<file path="config.mk">
export PLATFORM = sky130hd
export DESIGN_NAME = load_imm_encoder
export DESIGN_NICKNAME = d
export VERILOG_FILES = /design/src/rtl/load_imm_encoder.sv
export SDC_FILE = /design/constraint.sdc
export NUM_CORES = 1
export LEC_CHECK = 0
export BUFFER_PORTS_ARGS = -buffer_cell sky130_fd_sc_hd__buf_2
export CAP_MARGIN = 20
export CORE_ASPECT_RATIO = 1.25
export CORE_MARGIN = 1
export CORE_UTILIZATION = 50
export DETAILED_ROUTE_END_ITERATION = 12
export GPL_TIMING_DRIVEN = 0
export MAX_ROUTING_LAYER = met4
export PLACE_DENSITY = 0.78
export SETUP_SLACK_MARGIN = 0.2
export SLEW_MARGIN = 20
export SYNTH_ARGS = -nofsm -noshare
export SYNTH_HDL_FRONTEND = slang
export SYNTH_SLANG_ARGS = --single-unit
</file>
<file path="constraint.sdc">
create_clock -name clk -period 1.9 [get_ports clk]
set_input_delay 0.19 -clock clk [delete_from_list [all_inputs] [get_ports clk]]
set_output_delay 0.19 -clock clk [all_outputs]
set_load 0.01 [all_outputs]
</file>
<file path="src/rtl/load_imm_encoder.sv">
`default_nettype none
// ============================================================================
// Module   : load_imm_encoder
// Brief    : Turns a 32-bit constant plus destination register into the RV32I
//            LUI / ADDI word sequence that rebuilds it, streamed over a
//            valid/ready interface. The lower 12 bits are sign-compensated by
//            rounding the upper field, so LUI hi + ADDI lo reproduces V.
// Revision : 1.0 - initial release
// ============================================================================
module load_imm_encoder #(
    parameter bit ALLOW_SHORT = 1'b1
) (
    input  logic        clk,
    input  logic        reset,
    input  logic        in_valid,
    output logic        in_ready,
    input  logic [31:0] in_value,
    input  logic [4:0]  in_rd,
    output logic        out_valid,
    input  logic        out_ready,
    output logic [31:0] out_instr,
    output logic        out_last
);

    localparam logic [1:0] c_ST_IDLE      = 2'd0;
    localparam logic [1:0] c_ST_EMIT_LUI  = 2'd1;
    localparam logic [1:0] c_ST_EMIT_ADDI = 2'd2;

    localparam logic [6:0] c_OP_LUI = 7'b0110111;
    localparam logic [6:0] c_OP_IMM = 7'b0010011;

    logic [1:0]  r_state;
    logic [1:0]  w_next_state;

    // Latched operands of the sequence currently being emitted
    logic [19:0] r_hi;
    logic [11:0] r_lo;
    logic [4:0]  r_rd;
    logic [4:0]  r_rs1;
    logic        r_two;

    logic        w_in_xfer;
    logic        w_out_xfer;
    logic [11:0] w_lo;
    logic [19:0] w_hi;
    logic        w_fits12;

    // Values chosen for the incoming constant by the selection rules
    logic [1:0]  w_start_state;
    logic        w_two;
    logic [11:0] w_sel_lo;
    logic [4:0]  w_sel_rd;
    logic [4:0]  w_sel_rs1;

    assign w_in_xfer  = in_valid && in_ready;
    assign w_out_xfer = out_valid && out_ready;

    // Adding 0x800 before taking [31:12] only carries into bit 12 when bit 11
    // is set, so the rounding is an increment of the upper field by V[11].
    assign w_lo     = in_value[11:0];
    assign w_hi     = in_value[31:12] + {19'd0, in_value[11]};
    assign w_fits12 = (&in_value[31:11]) | ~(|in_value[31:11]);

    // Choose the sequence shape and the operand fields for a new constant
    always_comb begin
        w_start_state = c_ST_EMIT_LUI;
        w_two         = 1'b1;
        w_sel_lo      = w_lo;
        w_sel_rd      = in_rd;
        w_sel_rs1     = in_rd;
        if (ALLOW_SHORT) begin
            if (in_rd == 5'd0) begin
                // Writes to x0 are discarded: emit the canonical NOP
                w_start_state = c_ST_EMIT_ADDI;
                w_two         = 1'b0;
                w_sel_lo      = 12'd0;
                w_sel_rd      = 5'd0;
                w_sel_rs1     = 5'd0;
            end else if (w_fits12) begin
                w_start_state = c_ST_EMIT_ADDI;
                w_two         = 1'b0;
                w_sel_rs1     = 5'd0;
            end else if (w_lo == 12'd0) begin
                w_start_state = c_ST_EMIT_LUI;
                w_two         = 1'b0;
            end
        end
    end

    // State register
    always_ff @(posedge clk) begin
        if (reset) begin
            r_state <= c_ST_IDLE;
        end else begin
            r_state <= w_next_state;
        end
    end

    // Capture operands when a new constant is accepted
    always_ff @(posedge clk) begin
        if (reset) begin
            r_hi  <= 20'd0;
            r_lo  <= 12'd0;
            r_rd  <= 5'd0;
            r_rs1 <= 5'd0;
            r_two <= 1'b0;
        end else if (w_in_xfer) begin
            r_hi  <= w_hi;
            r_lo  <= w_sel_lo;
            r_rd  <= w_sel_rd;
            r_rs1 <= w_sel_rs1;
            r_two <= w_two;
        end
    end

    // Next-state logic
    always_comb begin
        w_next_state = r_state;
        case (r_state)
            c_ST_IDLE: begin
                if (w_in_xfer) begin
                    w_next_state = w_start_state;
                end
            end
            c_ST_EMIT_LUI: begin
                if (w_out_xfer) begin
                    w_next_state = r_two ? c_ST_EMIT_ADDI : c_ST_IDLE;
                end
            end
            c_ST_EMIT_ADDI: begin
                if (w_out_xfer) begin
                    w_next_state = c_ST_IDLE;
                end
            end
            default: w_next_state = c_ST_IDLE;
        endcase
    end

    // Outputs depend only on registered state, so they hold under backpressure
    always_comb begin
        in_ready  = (r_state == c_ST_IDLE) && !reset;
        out_valid = 1'b0;
        out_instr = 32'h0;
        out_last  = 1'b0;
        case (r_state)
            c_ST_EMIT_LUI: begin
                out_valid = 1'b1;
                out_instr = {r_hi, r_rd, c_OP_LUI};
                out_last  = !r_two;
            end
            c_ST_EMIT_ADDI: begin
                out_valid = 1'b1;
                out_instr = {r_lo, r_rs1, 3'b000, r_rd, c_OP_IMM};
                out_last  = 1'b1;
            end
            default: begin
                out_valid = 1'b0;
            end
        endcase
    end

endmodule
`default_nettype wire

</file>
==> out/qor_table.md <==
| Metric | This run | Unit |
|---|---|---|
| Outcome | completed | - |
| PnR worst setup slack | 0.192 | ns |
| Global route overflow | 0 | - |
| Count of buffering cells on the critical path with inverters included | 3 | - |
| Crit share post-route | 89.9 | % |
| Number of enable flip-flop cells after synthesis | 0 | - |
| Share of cells above drive strength 1 | 37.5 | % |
| TritonCTS clock tree | yes | - |
| Total power density per cell area | 1100 | nW/um^2 |
| Top layer reached by signal wires | met4 | - |
| DP Worst Slack | -0.108 | ns |
| Final setup fails | 0 | - |
| Clock buffer depth | 2 | - |
| Register bit total from synthesis | 45 | - |
| Filler cells | 373 | - |
| Static leakage power | 0.00138 | uW |
| Slack of the worst reg-to-reg path | 0.31 | ns |
| Starting Density | 53.0 | % |
| Biggest area consumer among synthesized cells | sky130_fd_sc_hd__dfxtp_1 | - |
| Achievable clock frequency | 0.585 | GHz |
| Die outline area | 5380 | sq um |
| Post-CTS Hold Buffers | 0 | - |
| Number of endpoints with negative hold slack in the final report | 0 | - |
| Detailed Route WL | 7160 | um |
| Net count, final | 434 | - |
| Share of the synthesized area in the top cell type | 35.4 | % |
| Data required time of the worst path | 1.71 | ns |
| Crit. End Element | primary output | - |
| Worst-path cell with the longest stage delay | sky130_fd_sc_hd__dfxtp_4 | - |
| Source of the critical timing path | r_state[0]$_SDFFE_PP0P_ | - |
| Cell Count Post-Placement | 434 | - |
| Total routing resource utilization after global routing | 28.1 | % |
| Vias per Instance | 5.86 | - |
| Worst voltage drop across the vdd grid | 0.484 | mV |
| Cell class contributing the biggest share of worst-path delay | buffers and inverters | - |
| Min cycle time layout | 1.71 | ns |
| Clock Skews | 0.00529 | ns |
| Max-slew violation count | 0 | - |
| Final HPWL from detailed placement | 5180 | um |
| Clk sinks | 45 | - |
| Critical path's largest stage delay | 0.37 | ns |
| Worst Setup Start Kind | flip-flop | - |
| Classification of the worst-slack hold path | primary input to flip-flop | - |
| Most used cells in the layout excluding fill and tap cells | sky130_fd_sc_hd__buf_2, sky130_fd_sc_hd__dfxtp_1, sky130_fd_sc_hd__nand2_1 | - |
| Htree depth | 2 | - |
| Number of buffers inserted during clock tree synthesis | 5 | - |
| End of the critical path | out_instr[23] | - |
| Clock-pin slew of the registers on the worst-case setup and hold paths | 0.08 | ns |
| Most common library cell in the layout ignoring fill and taps | sky130_fd_sc_hd__buf_2 | - |
| Netlist area before placement | 2540 | sq um |
| Synth-to-layout area growth | 32.4 | % |
| Proportion of synthesized chip area in sequential cells | 35.4 | % |
| Ports placed on the boundary | 76 | - |
| Share of flip-flops with an asynchronous set or reset | 0 | % |
| Final GP Congestion | 0.883 | - |
| Synth warnings | 0 | - |
| Residual antenna-violating net count after detailed routing | 0 | - |
| Predominant post-synthesis flop cell | sky130_fd_sc_hd__dfxtp_1 | - |
| Count of vias placed by the detailed router | 2618 | - |
| Number of buffers added on ports | 72 | - |
| Number of cell rows | 28 | - |
| Endpoint of the most critical register-to-register path | r_state[0]$_SDFFE_PP0P_ | - |
| Met1 Routed Length | 2990 | um |
| Horizontal extent of the die | 65.8 | um |
| Arrival time at the worst endpoint | 1.52 | ns |
| CTS root buf | sky130_fd_sc_hd__clkbuf_8 | - |
| Wire length of the first global-routing pass | 11200 | um |
| List of cells traversed by the critical path | buf_4 -> ha_4 -> buf_8 -> a22oi_1 -> nor2b_1 -> buf_2 | - |
| Number of different library cells in the post-synthesis netlist | 43 | - |
| Routed wl met3 | 431 | um |
| Max capacitance violation total | 0 | - |
| Setup repair after global routing missed its margin | yes | - |
| Average wire per standard cell | 16.0 | um |
| Setup TNS | 0 | ns |
| Length in cells of the worst reg-to-reg path | 7 | - |
| Worst flop-to-flop path startpoint | r_state[1]$_SDFFE_PP0P_ | - |
| Number of logic stages on the critical path including buffering | 6 | - |
| Pin count of the biggest net entering global routing | 14 | - |
| Worst Path Max Fanout | 10 | - |
| Number of standard cells after synthesis | 301 | - |
| Core footprint | 4800 | sq um |
| DRC marker count from the first detailed-route iteration | 183 | - |
| Ant diodes | 0 | - |
| Number of global-route vias before repair | 2406 | - |
| Type of the worst setup path | flip-flop to primary output | - |
| Number of antenna violations at the first check in global routing | 0 | - |
| Latest clock arrival within the worst-skew pair | 0.30 | ns |
| DR WL met2 | 3510 | um |
| Detailed Routing Iterations Pass 1 | 4 | - |
| Power Total | 3710 | uW |
| DRC violation count after routing | 0 | - |
| Avg Cell Area, Syn | 8.45 | sq um |
| Non-filler cells in the finished layout | 447 | - |
| Ranking of synthesized cells by area | sky130_fd_sc_hd__dfxtp_1, sky130_fd_sc_hd__nand3b_1, sky130_fd_sc_hd__a22oi_1 | - |
| Die height | 81.7 | um |
-- state kept, by name (all words and copies together) (netlist names) --
register	count
r_two	1
r_lo	12
r_rd	5
r_hi	20
r_state	2
r_rs1	5
-- synth_stat cells, types with 2 or more instances --
cell type / count
sky130_fd_sc_hd__o211ai_1: 5
sky130_fd_sc_hd__nor2_1: 6
sky130_fd_sc_hd__xnor2_1: 9
sky130_fd_sc_hd__and3_1: 4
sky130_fd_sc_hd__nand4_1: 6
sky130_fd_sc_hd__xor2_1: 4
sky130_fd_sc_hd__and2_1: 6
sky130_fd_sc_hd__buf_4: 8
sky130_fd_sc_hd__nand3b_1: 24
sky130_fd_sc_hd__o21ai_0: 20
sky130_fd_sc_hd__nor3_1: 3
sky130_fd_sc_hd__nand2_1: 30
sky130_fd_sc_hd__nand3_1: 9
sky130_fd_sc_hd__a31oi_1: 3
sky130_fd_sc_hd__a22oi_1: 17
sky130_fd_sc_hd__nor2b_1: 17
sky130_fd_sc_hd__nor4_1: 9
sky130_fd_sc_hd__dfxtp_1: 45
sky130_fd_sc_hd__inv_1: 9
sky130_fd_sc_hd__a21oi_1: 7
sky130_fd_sc_hd__a22o_1: 12
sky130_fd_sc_hd__nor4b_1: 2
sky130_fd_sc_hd__nand3_2: 2
sky130_fd_sc_hd__or4_1: 3
sky130_fd_sc_hd__clkbuf_1: 17
sky130_fd_sc_hd__ha_1: 7
-- kinds of logic (layout without fill, tap and decap cells) --
family,Yosys count,count (layout),synth area share (%)
xor+xnor,13,13,4.48
flops,45,45,35.4
fa+ha+maj,7,7,3.44
other cells,1,2,0.147
simple gates,128,128,29.8
buf+inv,35,120,6.64
compound gates,72,72,20.0
-- timing repair --
item,4_1_cts,5_1_grt
pin swaps,1,3
setup endpoints to repair,65,58
resized for setup,30,48
gates cloned,1,0
setup buffers,2,2
-- cell type report --
class | count | area (sq um) | share of cell area, %
clock buffers | 7 | 96.3 | 2.86
flip-flops and latches | 45 | 906 | 26.9
plain buffers | 26 | 203 | 6.02
inverters | 9 | 38.8 | 1.15
well taps | 60 | 75.1 | 2.23
multi-input cells | 222 | 1620 | 48.2
repair buffers | 77 | 419 | 12.4
clock inverters | 1 | 5.00 | 0.149
-- per-layer routing --
metal / vias to the layer above / global-route usage, %
met5: - / -
met4: 0 / 12.6
met3: 20 / 3.75
met2: 118 / 47.2
met1: 1223 / 33.0
li1: 1257 / -
-- metrics by stage --
step           hold slack (ns)  utilization [%]  instance area (sq um)
3_5_place_dp             0.431             62.4                   3000
5_1_grt                  0.117             70.2                   3370
4_1_cts                  0.120             66.8                   3200
2_1_floorplan            0.323                -                   2560
6_report                 0.118             70.2                   3370
3_3_place_gp             0.427             62.4                   3000
-- worst min path at each step --
stage	startpoint	to	slack [ns]	cells after the start
2_1_floorplan	in_value[0]	r_lo[0]$_SDFFE_PP0P_	0.32	1
3_3_place_gp	in_value[8]	r_lo[8]$_SDFFE_PP0P_	0.43	2
3_5_place_dp	in_value[4]	r_lo[4]$_SDFFE_PP0P_	0.43	2
4_1_cts	in_value[0]	r_lo[0]$_SDFFE_PP0P_	0.12	2
5_1_grt	in_value[1]	r_lo[1]$_SDFFE_PP0P_	0.12	2
6_report	in_value[0]	r_lo[0]$_SDFFE_PP0P_	0.12	2
-- power by group --
group / total, uW / internal [uW] / switching [uW]
combinational: 1750 / 854 / 893
sequential: 1320 / 1160 / 156
clock: 649 / 329 / 320
No activity file was read; power rests on OpenSTA's default activity.
